## src/rtl/soc2_uart_tx.sv

```systemverilog
// soc2_uart_tx: FIFO-buffered 8-bit UART transmitter, 8N1 by default.
// Define SOC2_UART_TX_PARITY_EN to add an even-parity bit (8E1 framing).
module soc2_uart_tx #(
    parameter int unsigned CLK_DIV    = 217,
    parameter int unsigned FIFO_DEPTH = 4
) (
    input  logic                        clk,
    input  logic                        resetn,
    input  logic [7:0]                  tx_data,
    input  logic                        tx_valid,
    output logic                        tx_ready,
    output logic [$clog2(FIFO_DEPTH):0] fifo_level,
    output logic                        tx_busy,
    output logic                        uart_tx
);

    localparam int unsigned PTR_W = $clog2(FIFO_DEPTH);
    localparam int unsigned LVL_W = PTR_W + 1;
    localparam int unsigned CNT_W = (CLK_DIV > 1) ? $clog2(CLK_DIV) : 1;
    localparam logic [CNT_W-1:0] CNT_RELOAD = CNT_W'(CLK_DIV - 1);
    localparam logic [LVL_W-1:0] LVL_FULL   = LVL_W'(FIFO_DEPTH);

    typedef enum logic [2:0] {
        S_IDLE   = 3'd0,
        S_START  = 3'd1,
        S_DATA   = 3'd2,
`ifdef SOC2_UART_TX_PARITY_EN
        S_PARITY = 3'd3,
`endif
        S_STOP   = 3'd4
    } state_e;

    state_e           state_q, state_d;
    logic [7:0]       mem_q [FIFO_DEPTH];
    logic [PTR_W-1:0] wr_ptr_q, wr_ptr_d;
    logic [PTR_W-1:0] rd_ptr_q, rd_ptr_d;
    logic [LVL_W-1:0] level_q, level_d;
    logic [7:0]       shift_q, shift_d;
    logic [2:0]       bit_idx_q, bit_idx_d;
    logic [CNT_W-1:0] cnt_q, cnt_d;
    logic             uart_tx_q, uart_tx_d;
    logic             tx_ready_q, tx_ready_d;
    logic             tx_busy_q, tx_busy_d;
`ifdef SOC2_UART_TX_PARITY_EN
    logic             parity_q, parity_d;
`endif
    logic             push_c;
    logic             pop_c;
    logic             bit_done_c;
    logic             fifo_empty_c;

    assign push_c       = tx_valid && (level_q < LVL_FULL);
    assign fifo_empty_c = (level_q == '0);
    assign bit_done_c   = (cnt_q == '0);

    assign tx_ready   = tx_ready_q;
    assign fifo_level = level_q;
    assign tx_busy    = tx_busy_q;
    assign uart_tx    = uart_tx_q;

    // State register; reset returns the FSM to IDLE immediately.
    always_ff @(posedge clk or negedge resetn) begin
        if (!resetn) begin
            state_q <= S_IDLE;
        end else begin
            state_q <= state_d;
        end
    end

    // Next-state and FIFO pop decision; a pop always coincides with entering START.
    always_comb begin
        state_d = state_q;
        pop_c   = 1'b0;
        unique case (state_q)
            S_IDLE: begin
                if (!fifo_empty_c) begin
                    state_d = S_START;
                    pop_c   = 1'b1;
                end
            end
            S_START: begin
                if (bit_done_c) state_d = S_DATA;
            end
            S_DATA: begin
                if (bit_done_c && (bit_idx_q == 3'd7)) begin
`ifdef SOC2_UART_TX_PARITY_EN
                    state_d = S_PARITY;
`else
                    state_d = S_STOP;
`endif
                end
            end
`ifdef SOC2_UART_TX_PARITY_EN
            S_PARITY: begin
                if (bit_done_c) state_d = S_STOP;
            end
`endif
            S_STOP: begin
                if (bit_done_c) begin
                    if (!fifo_empty_c) begin
                        state_d = S_START;
                        pop_c   = 1'b1;
                    end else begin
                        state_d = S_IDLE;
                    end
                end
            end
            default: state_d = S_IDLE;
        endcase
    end

    // Datapath next values: FIFO pointers, bit timing, shift register and line level.
    always_comb begin
        wr_ptr_d  = wr_ptr_q;
        rd_ptr_d  = rd_ptr_q;
        level_d   = level_q;
        shift_d   = shift_q;
        bit_idx_d = bit_idx_q;
        cnt_d     = cnt_q;
        uart_tx_d = 1'b1;
`ifdef SOC2_UART_TX_PARITY_EN
        parity_d  = parity_q;
`endif

        if (push_c) wr_ptr_d = wr_ptr_q + PTR_W'(1);
        if (pop_c)  rd_ptr_d = rd_ptr_q + PTR_W'(1);
        level_d = level_q + LVL_W'(push_c) - LVL_W'(pop_c);

        if (pop_c) begin
            shift_d = mem_q[rd_ptr_q];
`ifdef SOC2_UART_TX_PARITY_EN
            parity_d = ^mem_q[rd_ptr_q];
`endif
        end else if ((state_q == S_DATA) && bit_done_c) begin
            shift_d = {1'b0, shift_q[7:1]};
        end

        if ((state_q == S_DATA) && bit_done_c) bit_idx_d = bit_idx_q + 3'd1;

        // Every bit boundary (and idle) reloads the counter so each bit lasts CLK_DIV cycles.
        if ((state_q == S_IDLE) || bit_done_c) begin
            cnt_d = CNT_RELOAD;
        end else begin
            cnt_d = cnt_q - CNT_W'(1);
        end

        unique case (state_d)
            S_START:  uart_tx_d = 1'b0;
            S_DATA:   uart_tx_d = shift_d[0];
`ifdef SOC2_UART_TX_PARITY_EN
            S_PARITY: uart_tx_d = parity_q;
`endif
            default:  uart_tx_d = 1'b1;
        endcase

        tx_ready_d = (level_d < LVL_FULL);
        tx_busy_d  = (state_d != S_IDLE) || (level_d != '0);
    end

    // Datapath and output registers; reset drops the frame and empties the FIFO.
    always_ff @(posedge clk or negedge resetn) begin
        if (!resetn) begin
            wr_ptr_q   <= '0;
            rd_ptr_q   <= '0;
            level_q    <= '0;
            shift_q    <= '0;
            bit_idx_q  <= '0;
            cnt_q      <= '0;
            uart_tx_q  <= 1'b1;
            tx_ready_q <= 1'b1;
            tx_busy_q  <= 1'b0;
`ifdef SOC2_UART_TX_PARITY_EN
            parity_q   <= 1'b0;
`endif
        end else begin
            wr_ptr_q   <= wr_ptr_d;
            rd_ptr_q   <= rd_ptr_d;
            level_q    <= level_d;
            shift_q    <= shift_d;
            bit_idx_q  <= bit_idx_d;
            cnt_q      <= cnt_d;
            uart_tx_q  <= uart_tx_d;
            tx_ready_q <= tx_ready_d;
            tx_busy_q  <= tx_busy_d;
`ifdef SOC2_UART_TX_PARITY_EN
            parity_q   <= parity_d;
`endif
        end
    end

    // FIFO storage; contents need no reset since the level gates every read.
    always_ff @(posedge clk) begin
        if (push_c) mem_q[wr_ptr_q] <= tx_data;
    end

endmodule
```

## config.mk

```make
export PLATFORM = sky130hd
export DESIGN_NAME = soc2_uart_tx
export DESIGN_NICKNAME = d
export VERILOG_FILES = /design/src/rtl/soc2_uart_tx.sv
export SDC_FILE = /design/constraint.sdc
export NUM_CORES = 1
export LEC_CHECK = 0
export CAP_MARGIN = 20
export CELL_PAD_IN_SITES_DETAIL_PLACEMENT = 0
export CELL_PAD_IN_SITES_GLOBAL_PLACEMENT = 2
export CORE_AREA = 8 8 86 96
export CTS_CLUSTER_DIAMETER = 30
export CTS_CLUSTER_SIZE = 30
export DETAILED_ROUTE_END_ITERATION = 10
export DIE_AREA = 0 0 94 104
export DONT_BUFFER_PORTS = 1
export MAX_ROUTING_LAYER = met4
export PLACE_DENSITY = 0.77
export SYNTH_ARGS = -nofsm -noshare
export SYNTH_HDL_FRONTEND = slang
export SYNTH_SLANG_ARGS = --single-unit
```

## constraint.sdc

```tcl
create_clock -name clk -period 4.6 [get_ports clk]
set_input_delay 0.92 -clock clk [delete_from_list [all_inputs] [get_ports clk]]
set_output_delay 0.92 -clock clk [all_outputs]
set_load 0.02 [all_outputs]
```

# Word-level counts from Yosys, hierarchy flattened
# Memory sizes are Yosys's and may differ from the RTL's.
# Cells that the tools add are included.
[classes]
n_reduce_logical = 11
eq_ne = 6
add_sub_neg = 6
magnitude_cmp = 2
n_mux = 15
[ops]
columns = ["operator", "count"]
rows = [
  ["$mux 8", 3],
  ["$mux 3", 4],
  ["$pmux 3 s4", 1],
  ["$logic_not 8->1", 1],
  ["$sub 8x1->8 const B", 1],
  ["$eq 3x1->1 const B", 2],
  ["$eq 3x2->1 const B", 2],
  ["$eq 3x3->1 const B", 2],
  ["$logic_not 3->1", 2],
  ["$lt 3x3->1 const B", 2],
  ["$reduce_bool 3->1", 2],
  ["$mux 1", 5],
  ["$add 2x1->2 const B", 2],
  ["$pmux 1 s2", 2],
  ["$add 3x1->3", 1],
  ["$add 3x1->3 const B", 1],
  ["$logic_and 1x1->1", 3],
  ["$sub 3x1->3", 1],
  ["$logic_or 1x1->1", 2],
  ["$reduce_bool 2->1", 1],
]
[totals]
mem_count = 1
mem_bits_rw = 32
wordCells = 52
reg_bits = 32
[memory_table]
columns = ["memory", "depth", "width", "read_ports", "rd_ports_with_merged_regs", "wr", "line_no", "text"]
rows = [
  ["mem_q", 4, 8, 1, 0, 1, "34", "logic [7:0] mem_q [FIFO_DEPTH];"],
]

# Logic depth before layout (Yosys ltp)
# Gate-level depths: netlist (run 1).
[logic_depth]
ltp_word = 7
ltp_mapped = 13

# Least setup slack after synthesis (run 1)
# Ideal clock, no wire load.
[synth_timing]
path_type = "reg-to-reg"
from = "register cnt_q[0]"
to = "register tx_busy_q, in the netlist tx_busy"
t_arrival_ps = 2912
stages_incl_launch_ff = 14
synth_period_minus_slack_ps = 3056
setup_time_ps = 144
setup_slack_ps = 1544
n_path_buf = 0
path_cell_list = "dfrtp_1 -> inv_1 -> ha_1 -> or4b_4 -> o21ai_4 -> nand2_1 -> xnor2_1 -> ha_1 -> inv_1 -> fa_1 -> xnor2_1 -> xnor2_1 -> nor4_1 -> o221ai_1"
[synth_between]
elab_chain_cells = 6
[synth_rtl]
columns = ["element", "line_no", "text"]
rows = [
  ["start, declared", "40", "logic [CNT_W-1:0] cnt_q, cnt_d;"],
  ["start signal, assigned", "181", "cnt_q <= cnt_d;"],
  ["$logic_not 8->1", "54", "assign bit_done_c = (cnt_q == '0);"],
  ["$mux 1", "99", "if (bit_done_c) begin"],
  ["$pmux 1 s2", "74", "unique case (state_q)"],
  ["$sub 3x1->3", "127", "level_d = level_q + LVL_W'(push_c) - LVL_W'(pop_c);"],
  ["named net level_d[2]", "37", "logic [LVL_W-1:0] level_q, level_d;"],
  ["$reduce_bool 3->1", "157", "tx_busy_d = (state_d != S_IDLE) || (level_d != '0);"],
  ["$logic_or 1x1->1", "157", ""],
  ["named net tx_busy_d", "43", "logic tx_busy_q, tx_busy_d;"],
  ["end signal, assigned", "184", "tx_busy_q <= tx_busy_d;"],
  ["end, declared", "43", ""],
]
# The timed path passes the listed nets, and every way through them passes these cells.
# A chain may end at the register's enable or synchronous reset.

# Worst setup path in the final report (run 1)
# Ends and elaborated chain as after synthesis.

==> results of run 1 <==
[worst max-delay path, cell delays in order (launching register included)]
cell      delay [ps]
dfrtp_1          390
inv_1             60
ha_1             220
or4b_4           540
o21ai_4          260
nand2_1          210
xnor2_1          220
ha_1             160
inv_1             40
fa_1             370
xnor2_1          140
xnor2_1          170
nor4_1           260
o221ai_1         160
[power by group through the flow]
stage                     Sequential [W]  Combinational, W  Clock [W]
after global routing            0.000938          0.000431   0.000580
after floorplan                 0.000860          0.000358          0
after global placement          0.000919          0.000370          0
after detailed placement        0.000930          0.000389          0
final                           0.000914          0.000381   0.000545
after CTS                       0.000920          0.000389   0.000560
[layer usage]
| metal | vias to the layer above | global-route usage | part of all wire |
|---|---|---|---|
| met5 | - | - | 0 |
| met4 | 0 | 0.0658 | 0.024 |
| met3 | 9 | 0.0318 | 0.042 |
| met2 | 19 | 0.165 | 0.51 |
| met1 | 726 | 0.119 | 0.42 |
| li1 | 677 | - | - |
[cell usage in the layout (no fill, tap or decap), types with 2 or more instances in the layout]
cell type   n
and2_1     10
nor2_1      9
nor2b_1     2
clkbuf_8    9
nor4b_1     2
edfxtp_1   32
inv_6       3
xnor2_1    10
mux2_2      2
dfrtp_1    30
or3_1       2
dfstp_2     2
nand2_1     8
bufinv_16   2
a21oi_1     3
nand3_1     2
inv_1       9
ha_1        8
nor3_1      4
mux4_2      8
a221o_1     6
xor2_1      2
[sequential cells by signal (all words and copies together), names as in the netlist]
signal,cells
shift_q,8
mem_q,32
bit_idx_q,3
cnt_q,8
uart_tx,1
state_q,3
tx_busy,1
fifo_level,3
rd_ptr_q,2
tx_ready,1
wr_ptr_q,2
[final cells by class]
class,instances,area [µm²],share of cell area
inverters,9,33.8,0.0111
multi-input cells,101,908,0.299
well taps,85,106,0.0350
clock inverters,7,103,0.0338
flip-flops and latches,64,1760,0.580
clock buffers,9,124,0.0408
[cells by family (layout without fill, tap and decap cells)]
group / Yosys count / count (layout) / share of synthesized area
flops: 64 / 64 / 0.646
buf+inv: 14 / 25 / 0.0211
mux: 12 / 12 / 0.0834
fa+ha+maj: 9 / 9 / 0.0440
compound gates: 22 / 22 / 0.0697
simple gates: 46 / 46 / 0.0972
xor+xnor: 12 / 12 / 0.0385
[synthesized netlist by cell type, types with 2 or more instances]
master,count,area share
and2_1,10,0.023
nor3_1,4,0.0073
nor4b_1,2,0.0064
xor2_1,2,0.0064
nand3_1,2,0.0037
ha_1,8,0.037
mux4_2,8,0.066
dfrtp_1,30,0.27
nor2b_1,2,0.0046
dfstp_2,2,0.019
nor2_1,9,0.012
edfxtp_1,32,0.35
a21oi_1,3,0.0055
or3_1,2,0.0046
mux2_2,2,0.0082
nand2_1,8,0.011
inv_1,9,0.012
xnor2_1,10,0.032
a221o_1,6,0.022
clkbuf_1,3,0.0041
[worst max-delay path by stage]
stage	to	slack, ps
2_1_floorplan	tx_busy	1540
3_3_place_gp	tx_busy	1370
3_5_place_dp	tx_busy	1280
4_1_cts	tx_busy	1250
5_1_grt	tx_busy	990
6_report	tx_busy	1270
[through the flow]
step,hold slack (ps),std cells,total power (W)
after detailed placement,439,259,0.00132
final,262,275,0.00184
after global placement,431,259,0.00129
after global routing,247,275,0.00195
after floorplan,419,179,0.00122
after CTS,247,275,0.00187
==> results by group, run 1 <==
Outcome
  • Outcome: complete, no violations

Critical path
  • CP Launch Point: cnt_q[0]
  • Crit Path Class: flop to flop
  • R2r setup slk: 1270 ps
  • Worst EP required: 4810 ps
  • CP Capture Type: flop
  • Worst-case reg-to-reg path depth: 13
  • R2R Path End: tx_busy
  • Critical path arrival: 3540 ps
  • Worst r2r src: cnt_q[0]
  • Critical path fanouts, max: 7
  • CP startpoint kind: flop

Die
  • Initial core utilization: 0.406
  • Die area: 0.00978 mm²
  • DIE HEIGHT: 104 µm
  • Std-Cell Rows: 32
  • Overall die width: 94 µm
  • I/O Pins: 17
  • Total core area: 0.00673 mm²

Clocking
  • Clk slew on worst S/H paths: 80 ps
  • Worst skew pair latency: 340 ps
  • Setup bufs post-CTS: 0
  • Total CTS buffers: 9
  • Sink Count: 64
  • CTS root buf: clkbuf_8
  • H-tree depth: 3
  • PostCTS Resize Cnt: 0
  • Hold_buf cts: 0
  • CTS tree: done
  • CTS Buffer Depth: 2

Pwr
  • Static Leak: 1.17 nW
  • Sw power: 0.000563 W
  • Peak supply drop: 0.333 mV
  • Power Internal: 0.00128 W
  • Flop pwr share: 0.497
  • Switching share of total power: 0.306
  • Clock network power share: 0.296
  • Comb pwr share: 0.207
  • PwrDens: 606 mW/mm²

Synthesis
  • Syn Inst Count: 179
  • Cell variety after synth: 45
  • Syn Area/Cell: 15.3 µm²
  • Ys Warns: 0
  • Mapped Area: 0.00273 mm²
  • Post-synth EDFFs: 32
  • Top_reg_cell synth: edfxtp_1
  • Yosys reg bits: 64
  • FFs w/ async S/R, synth: 0.500
  • Sequential share of the synthesized area: 0.646
  • Post-Syn Nets: 199

Drt
  • WL final: 4590 µm
  • Drc violations: 0
  • Pre-antenna DRT Iters: 4
  • DR vias/cell: 5.20
  • DRT iter0 DRCs: 81
  • Detail Route Antenna Nets: 0
  • Post-DR wirelength/cell: 16.7 µm
  • Routed vias: 1431

Final layout
  • Design Area, Final: 0.00304 mm²
  • Fillers: 608
  • Antenna cells: 0
  • Layout cells sized above 1: 0.195
  • Layout Area Growth over Synthesis: 11.3%
  • Core Util, Final: 0.452
  • Total Nets Final: 205

GRT
  • GR Util All Layers: 0.107
  • GRT overflow: 0
  • Antenna violations before repair: 0
  • Largest net degree at the start of global routing: 33
  • First-pass GRT wire length: 7750 µm
  • Vias in the first global route: 1557

Min path
  • Worst hold path class: primary input to async pin

Placement
  • GPL Wtd Cong: 0.778
  • Hpwl dp: 3160 µm
  • Dpl cell area: 0.00281 mm²
  • Placement Setup Slack: 1280 ps
  • Port buffer count: 0

STA
  • Setup TNS: 0 ps
  • Period minus WS final: 3330 ps
  • Tcrit/Tclk final: 0.724
  • Final Max Slew Viols: 0
  • Max Clock Skew: 9.12 ps
  • Final Hold Viols: 0
  • Fin worst setup slack: 1270 ps
  • Final setup violation count: 0
  • Slew HR: 0.601
  • RSZ-0062 raised after global routing: no
  • Highest clock rate: 0.300 GHz
  • Worst slew pin tran: 598 ps

Flow run
  • Max cap viols: 0
Note: power is estimated with default switching activity, not from simulation.
==> run 2: changes to the inputs <==
- clock period: 4.6 -> 3.1 ns (I/O delays scaled with it)
==> run 2 against run 1 <==
Net effect: flip-flop and latch count stayed put; die area is the same; critical endpoint unchanged; global-route usage hardly changed; clock power is 44% higher.
==> results by group, run 2 (synthesized netlist as in run 1, its figures left out) <==
STA
  • Hold slack: 96.9 ps (was 262 ps)
  • Setup TNS: 0 ps (unchanged)
  • Tcrit/Tclk final: 0.937 (was 0.724)
  • Max Clock Skew: 9.84 ps (was 9.12 ps)
  • Period minus WS final: 2900 ps (was 3330 ps)
  • RSZ-0062 raised after global routing: no (unchanged)
  • Final Max Slew Viols: 0 (unchanged)
  • Highest clock rate: 0.344 GHz (was 0.300 GHz)
  • Slew HR: 0.569 (was 0.601)
  • Final Hold Viols: 0 (unchanged)
  • Worst slew pin tran: 638 ps (was 598 ps)
  • Final setup violation count: 0 (unchanged)

Drt
  • DRT iter0 DRCs: 84 (was 81)
  • DR vias/cell: 5.20 (about the same)
  • Routed vias: 1478 (was 1431)
  • Detail Route Antenna Nets: 0 (unchanged)
  • WL final: 4690 µm (was 4590 µm)
  • Drc violations: 0 (unchanged)
  • Pre-antenna DRT Iters: 4 (unchanged)
  • Post-DR wirelength/cell: 16.5 µm (was 16.7 µm)

Critical path
  • Worst r2r src: cnt_q[0] (unchanged)
  • Crit Path Class: flop to flop (unchanged)
  • Critical path arrival: 3100 ps (was 3540 ps)
  • Critical path fanouts, max: 4 (was 7)
  • CP startpoint kind: flop (unchanged)
  • CP Capture Type: flop (unchanged)
  • R2r setup slk: 200 ps (was 1270 ps)
  • R2R Path End: tx_busy (unchanged)
  • Worst EP required: 3300 ps (was 4810 ps)
  • Worst-case reg-to-reg path depth: 13 (unchanged)

GRT
  • GRT overflow: 0 (unchanged)
  • Antenna violations before repair: 0 (unchanged)
  • Largest net degree at the start of global routing: 31 (was 33)
  • Vias in the first global route: 1601 (was 1557)
  • First-pass GRT wire length: 7910 µm (was 7750 µm)
  • GR Util All Layers: 0.107 (about the same)

Final layout
  • Top flop regs: mem_q: 32 flops, cnt_q: 8 flops, shift_q: 8 flops (unchanged)
  • Layout cells sized above 1: 0.241 (was 0.195)
  • Largest register FFs: 32 (unchanged)
  • Most common cell after layout, fill and taps aside: edfxtp_1 (unchanged)
  • Antenna cells: 0 (unchanged)
  • Core Util, Final: 0.464 (was 0.452)
  • Total Nets Final: 214 (was 205)
  • Largest Register: mem_q (unchanged)
  • Layout Area Growth over Synthesis: 14.4% (was 11.3%)
  • Most frequent cells in the layout: edfxtp_1 (32), dfrtp_1 (30), and2_1 (10) (was edfxtp_1 (32), dfrtp_1 (30), xnor2_1 (10), and2_1 (10))

Die
  • DIE HEIGHT: 104 µm (unchanged)
  • Initial core utilization: 0.406 (unchanged)
  • Std-Cell Rows: 32 (unchanged)
  • Overall die width: 94 µm (unchanged)
  • Total core area: 0.00673 mm² (unchanged)
  • I/O Pins: 17 (unchanged)
  • Die area: 0.00978 mm² (unchanged)

Placement
  • Hpwl dp: 3210 µm (was 3160 µm)
  • GPL Wtd Cong: 0.818 (was 0.778)
  • Port buffer count: 0 (unchanged)

Pwr
  • PwrDens: 892 mW/mm² (was 606 mW/mm²)
  • Static Leak: 1.22 nW (was 1.17 nW)
  • Peak supply drop: 0.419 mV (was 0.333 mV)

Min path
  • Worst hold path class: primary input to async pin (unchanged)

Clocking
  • CTS tree: done (unchanged)
  • H-tree depth: 3 (unchanged)
  • CTS root buf: clkbuf_8 (unchanged)
  • Clk slew on worst S/H paths: 80 ps (about the same)
  • Sink Count: 64 (unchanged)
  • Total CTS buffers: 9 (unchanged)
  • Worst skew pair latency: 330 ps (was 340 ps)
  • CTS Buffer Depth: 2 (unchanged)

Outcome
  • Outcome: complete, no violations (unchanged)

Flow run
  • Max cap viols: 0 (unchanged)
[run 2: power breakdown]
group	total (W)	internal, W	switching (W)
clock network	0.000786	0.000454	0.000332
logic	0.000639	0.000361	0.000278
registers	0.00136	0.00112	0.000236
total	0.00279	0.00194	0.000846
[run 2: layout make-up]
| type | count | area [µm²] |
|---|---|---|
| inverter | 9 | 33.8 |
| clock inverter | 7 | 93.8 |
| timing repair buffer | 9 | 80.1 |
| multi-input combinational | 101 | 921 |
| tap | 85 | 106 |
| sequential | 64 | 1760 |
| fill | 621 | 3600 |
| clock buffer | 9 | 124 |
[run 2: stage by stage]
step / cells / setup WS [ps] / total power [W] / area (µm²)
2_1_floorplan: 179 / 43.8 / 0.00181 / 2730
3_3_place_gp: 265 / 152 / 0.00193 / 2860
3_5_place_dp: 265 / 80.1 / 0.00197 / 2860
4_1_cts: 282 / 66.4 / 0.00277 / 3100
5_1_grt: 284 / 29.3 / 0.00295 / 3120
6_report: 284 / 196 / 0.00279 / 3120
[run 2: how the worst max path moves through the flow]
stage,startpoint,endpoint,slack [ps],cells past startpoint
finish,cnt_q[0],tx_busy,200,13
global route,cnt_q[0],tx_busy,30,13
CTS,cnt_q[0],tx_busy,70,13
detailed placement,cnt_q[0],tx_busy,80,13
global placement,cnt_q[0],tx_busy,150,13
floorplan,cnt_q[0],tx_busy,40,13
[run 2: layer usage]
| layer | GRT usage | share of wire |
|---|---|---|
| met1 | 0.116 | 0.43 |
| met2 | 0.173 | 0.52 |
| met3 | 0.0347 | 0.036 |
| met4 | 0.0511 | 0.015 |
| met5 | - | 0 |
[run 2: critical path, cell delays in order, from the launching register on]
cell      delay [ps]
dfrtp_1          400
inv_1             60
ha_1             160
or4b_4           510
o21ai_4          160
nand2_2           90
xnor2_2          140
ha_1             150
inv_1             50
fa_2             330
xnor2_1          140
xnor2_1          160
nor4_1           260
o221ai_1         160
[run 2: repair_timing]
item | CTS | global route
endpoints found under the setup margin | 0 | 1
endpoints found under the hold margin | 30 | 0
setup buffers | 0 | 2
hold buffers | 1 | 0
gates resized for setup | 0 | 3
==> run 3: changes to the inputs <==
- SETUP_SLACK_MARGIN: unset -> 0.4
==> run 3 against run 2 <==
Net effect: flip-flop and latch count did not move; register-to-register slack improved by 60 ps; first-iteration DRC count rose by 46%; maximum frequency rose by 2.0%.
==> results by group, run 3 (synthesized netlist as in run 1, its figures left out) <==
Outcome
  • Outcome: complete, no violations (unchanged)

Clocking
  • CTS tree: done (unchanged)
  • Clk slew on worst S/H paths: 80 ps (about the same)
  • Worst skew pair latency: 340 ps (was 330 ps)
  • H-tree depth: 3 (unchanged)
  • CTS Buffer Depth: 2 (unchanged)
  • CTS root buf: clkbuf_8 (unchanged)
  • Sink Count: 64 (unchanged)
  • Total CTS buffers: 9 (unchanged)

Pwr
  • Flop pwr share: 0.508 (was 0.489)
  • Power Internal: 0.00180 W (was 0.00194 W)
  • Sw power: 0.000878 W (was 0.000846 W)
  • Clock network power share: 0.238 (was 0.282)
  • Peak supply drop: 0.399 mV (was 0.419 mV)
  • PwrDens: 853 mW/mm² (was 892 mW/mm²)
  • Static Leak: 1.22 nW (about the same)
  • Switching share of total power: 0.327 (was 0.304)
  • Comb pwr share: 0.254 (was 0.229)
  • Power Total: 0.00268 W (was 0.00279 W)

Final layout
  • Layout Area Growth over Synthesis: 15.2% (was 14.4%)
  • Layout Cells excl Fill: 289 (was 284)
  • Largest Register: mem_q (unchanged)
  • Largest register FFs: 32 (unchanged)
  • Antenna cells: 0 (unchanged)
  • Most common cell after layout, fill and taps aside: edfxtp_1 (unchanged)
  • Fillers: 602 (was 621)
  • Most frequent cells in the layout: edfxtp_1 (32), dfrtp_1 (30), buf_4 (13) (was edfxtp_1 (32), dfrtp_1 (30), and2_1 (10))
  • Core Util, Final: 0.468 (was 0.464)
  • Top flop regs: mem_q: 32 flops, cnt_q: 8 flops, shift_q: 8 flops (unchanged)
  • Total Nets Final: 219 (was 214)
  • Sequential cell area: 0.00176 mm² (unchanged)
  • Layout cells sized above 1: 0.284 (was 0.241)
  • Multi-input gate area: 945 µm² (was 921 µm²)

Drt
  • DR vias/cell: 5.16 (was 5.20)
  • DRT iter0 DRCs: 123 (was 84)
  • Detail Route Antenna Nets: 0 (unchanged)
  • Post-DR wirelength/cell: 16.8 µm (was 16.5 µm)
  • WL final: 4860 µm (was 4690 µm)
  • Routed vias: 1490 (was 1478)
  • Drc violations: 0 (unchanged)
  • Pre-antenna DRT Iters: 4 (unchanged)

GRT
  • Largest net degree at the start of global routing: 31 (unchanged)
  • Vias in the first global route: 1638 (was 1601)
  • GR Util All Layers: 0.114 (was 0.107)
  • First-pass GRT wire length: 8280 µm (was 7910 µm)
  • GRT overflow: 0 (unchanged)
  • Antenna violations before repair: 0 (unchanged)

Critical path
  • Worst EP required: 3310 ps (was 3300 ps)
  • Crit Path Class: flop to flop (unchanged)
  • Critical path fanouts, max: 3 (was 4)
  • CP Capture Type: flop (unchanged)
  • CP startpoint kind: flop (unchanged)
  • Critical path arrival: 3050 ps (was 3100 ps)

STA
  • RSZ-0062 raised after global routing: yes (was no)
  • Slew HR: 0.603 (was 0.569)
  • Highest clock rate: 0.351 GHz (was 0.344 GHz)
  • Final Max Slew Viols: 0 (unchanged)
  • Final setup violation count: 0 (unchanged)
  • Tcrit/Tclk final: 0.918 (was 0.937)
  • Worst slew pin tran: 588 ps (was 638 ps)
  • Period minus WS final: 2850 ps (was 2900 ps)
  • Hold slack: 94.1 ps (was 96.9 ps)
  • Final Hold Viols: 0 (unchanged)
  • Setup TNS: 0 ps (unchanged)
  • Max Clock Skew: 11.6 ps (was 9.84 ps)

Die
  • Total core area: 0.00673 mm² (unchanged)
  • DIE HEIGHT: 104 µm (unchanged)
  • Std-Cell Rows: 32 (unchanged)
  • I/O Pins: 17 (unchanged)
  • Overall die width: 94 µm (unchanged)
  • Initial core utilization: 0.406 (unchanged)
  • Die area: 0.00978 mm² (unchanged)

Placement
  • GPL Wtd Cong: 0.828 (was 0.818)
  • Hpwl dp: 3300 µm (was 3210 µm)
  • Port buffer count: 0 (unchanged)
  • Placed insts: 264 (was 265)

Flow run
  • Max cap viols: 0 (unchanged)

Min path
  • Worst hold path class: primary input to async pin (unchanged)
==> run 3: cell count changes in the layout (fill, tap and decap cells not counted), sizes merged <==
cell | previous run | this run
clkinvlp | 1 | 2
clkinv | 2 | 3
buf | 9 | 14
bufinv | 2 | 0
==> run 3: area by class of cell <==
type                            instances  share of cell area
Clock buffer                            9              0.0394
Clock inverter                          7              0.0175
Inverter                                9              0.0107
Multi-Input combinational cell        101               0.300
Sequential cell                        64               0.561
Tap cell                               85              0.0338
Timing Repair Buffer                   14              0.0374
==> run 3: layer usage <==
metal / GRT usage / part of all wire
met5: - / 0
met4: 0.0613 / 0.022
met3: 0.0310 / 0.035
met2: 0.181 / 0.53
met1: 0.125 / 0.42
==> run 3: timing repair <==
action | CTS | global route
setup buffers | 4 | 4
resized for setup | 6 | 1
endpoints found under the setup margin | 3 | 3
endpoints found under the hold margin | 30 | 0
hold buffers | 1 | 0
gates cloned | 0 | 0
pin swaps | 4 | 3
==> run 3: worst paths after layout <==
path                              startpoint            to  slack (ps)  cells past startpoint
min in group clk                  tx_data[3]   mem_q[2][3]         370                      0
worst max-delay path                cnt_q[0]       tx_busy         250                     13
max in group asynchronous             resetn    shift_q[0]        2840                      1
worst max register to register      cnt_q[0]       tx_busy         250                     13
worst min-delay path                  resetn      cnt_q[4]          90                      1
worst min register to register  bit_idx_q[0]  bit_idx_q[0]         470                      1
==> run 3: metrics by stage <==
step / area, µm² / worst slack, ps
after floorplan: 2740 / 139
after global placement: 2860 / 95.4
after detailed placement: 2860 / 16.2
after CTS: 3110 / 170
after global routing: 3150 / 141
final: 3150 / 254
==> run 3: power groups by stage <==
| stage | clock, W | sequential, W | combinational [W] |
|---|---|---|---|
| after floorplan | 0 | 0.00128 | 0.000534 |
| after global placement | 0 | 0.00136 | 0.000563 |
| after detailed placement | 0 | 0.00138 | 0.000588 |
| after CTS | 0.000656 | 0.00137 | 0.000658 |
| after global routing | 0.000694 | 0.00141 | 0.000761 |
| final | 0.000638 | 0.00136 | 0.000681 |
==> run 3: worst max-delay path, stage by stage, from the launching register on <==
cell      delay (ps)
dfrtp_1          400
inv_2             70
ha_4             130
or4b_4           480
o21ai_4          190
nand2_4           80
xnor2_2          140
ha_1             150
inv_1             50
fa_2             330
xnor2_1          140
xnor2_1          170
nor4_2           240
o221ai_1         140
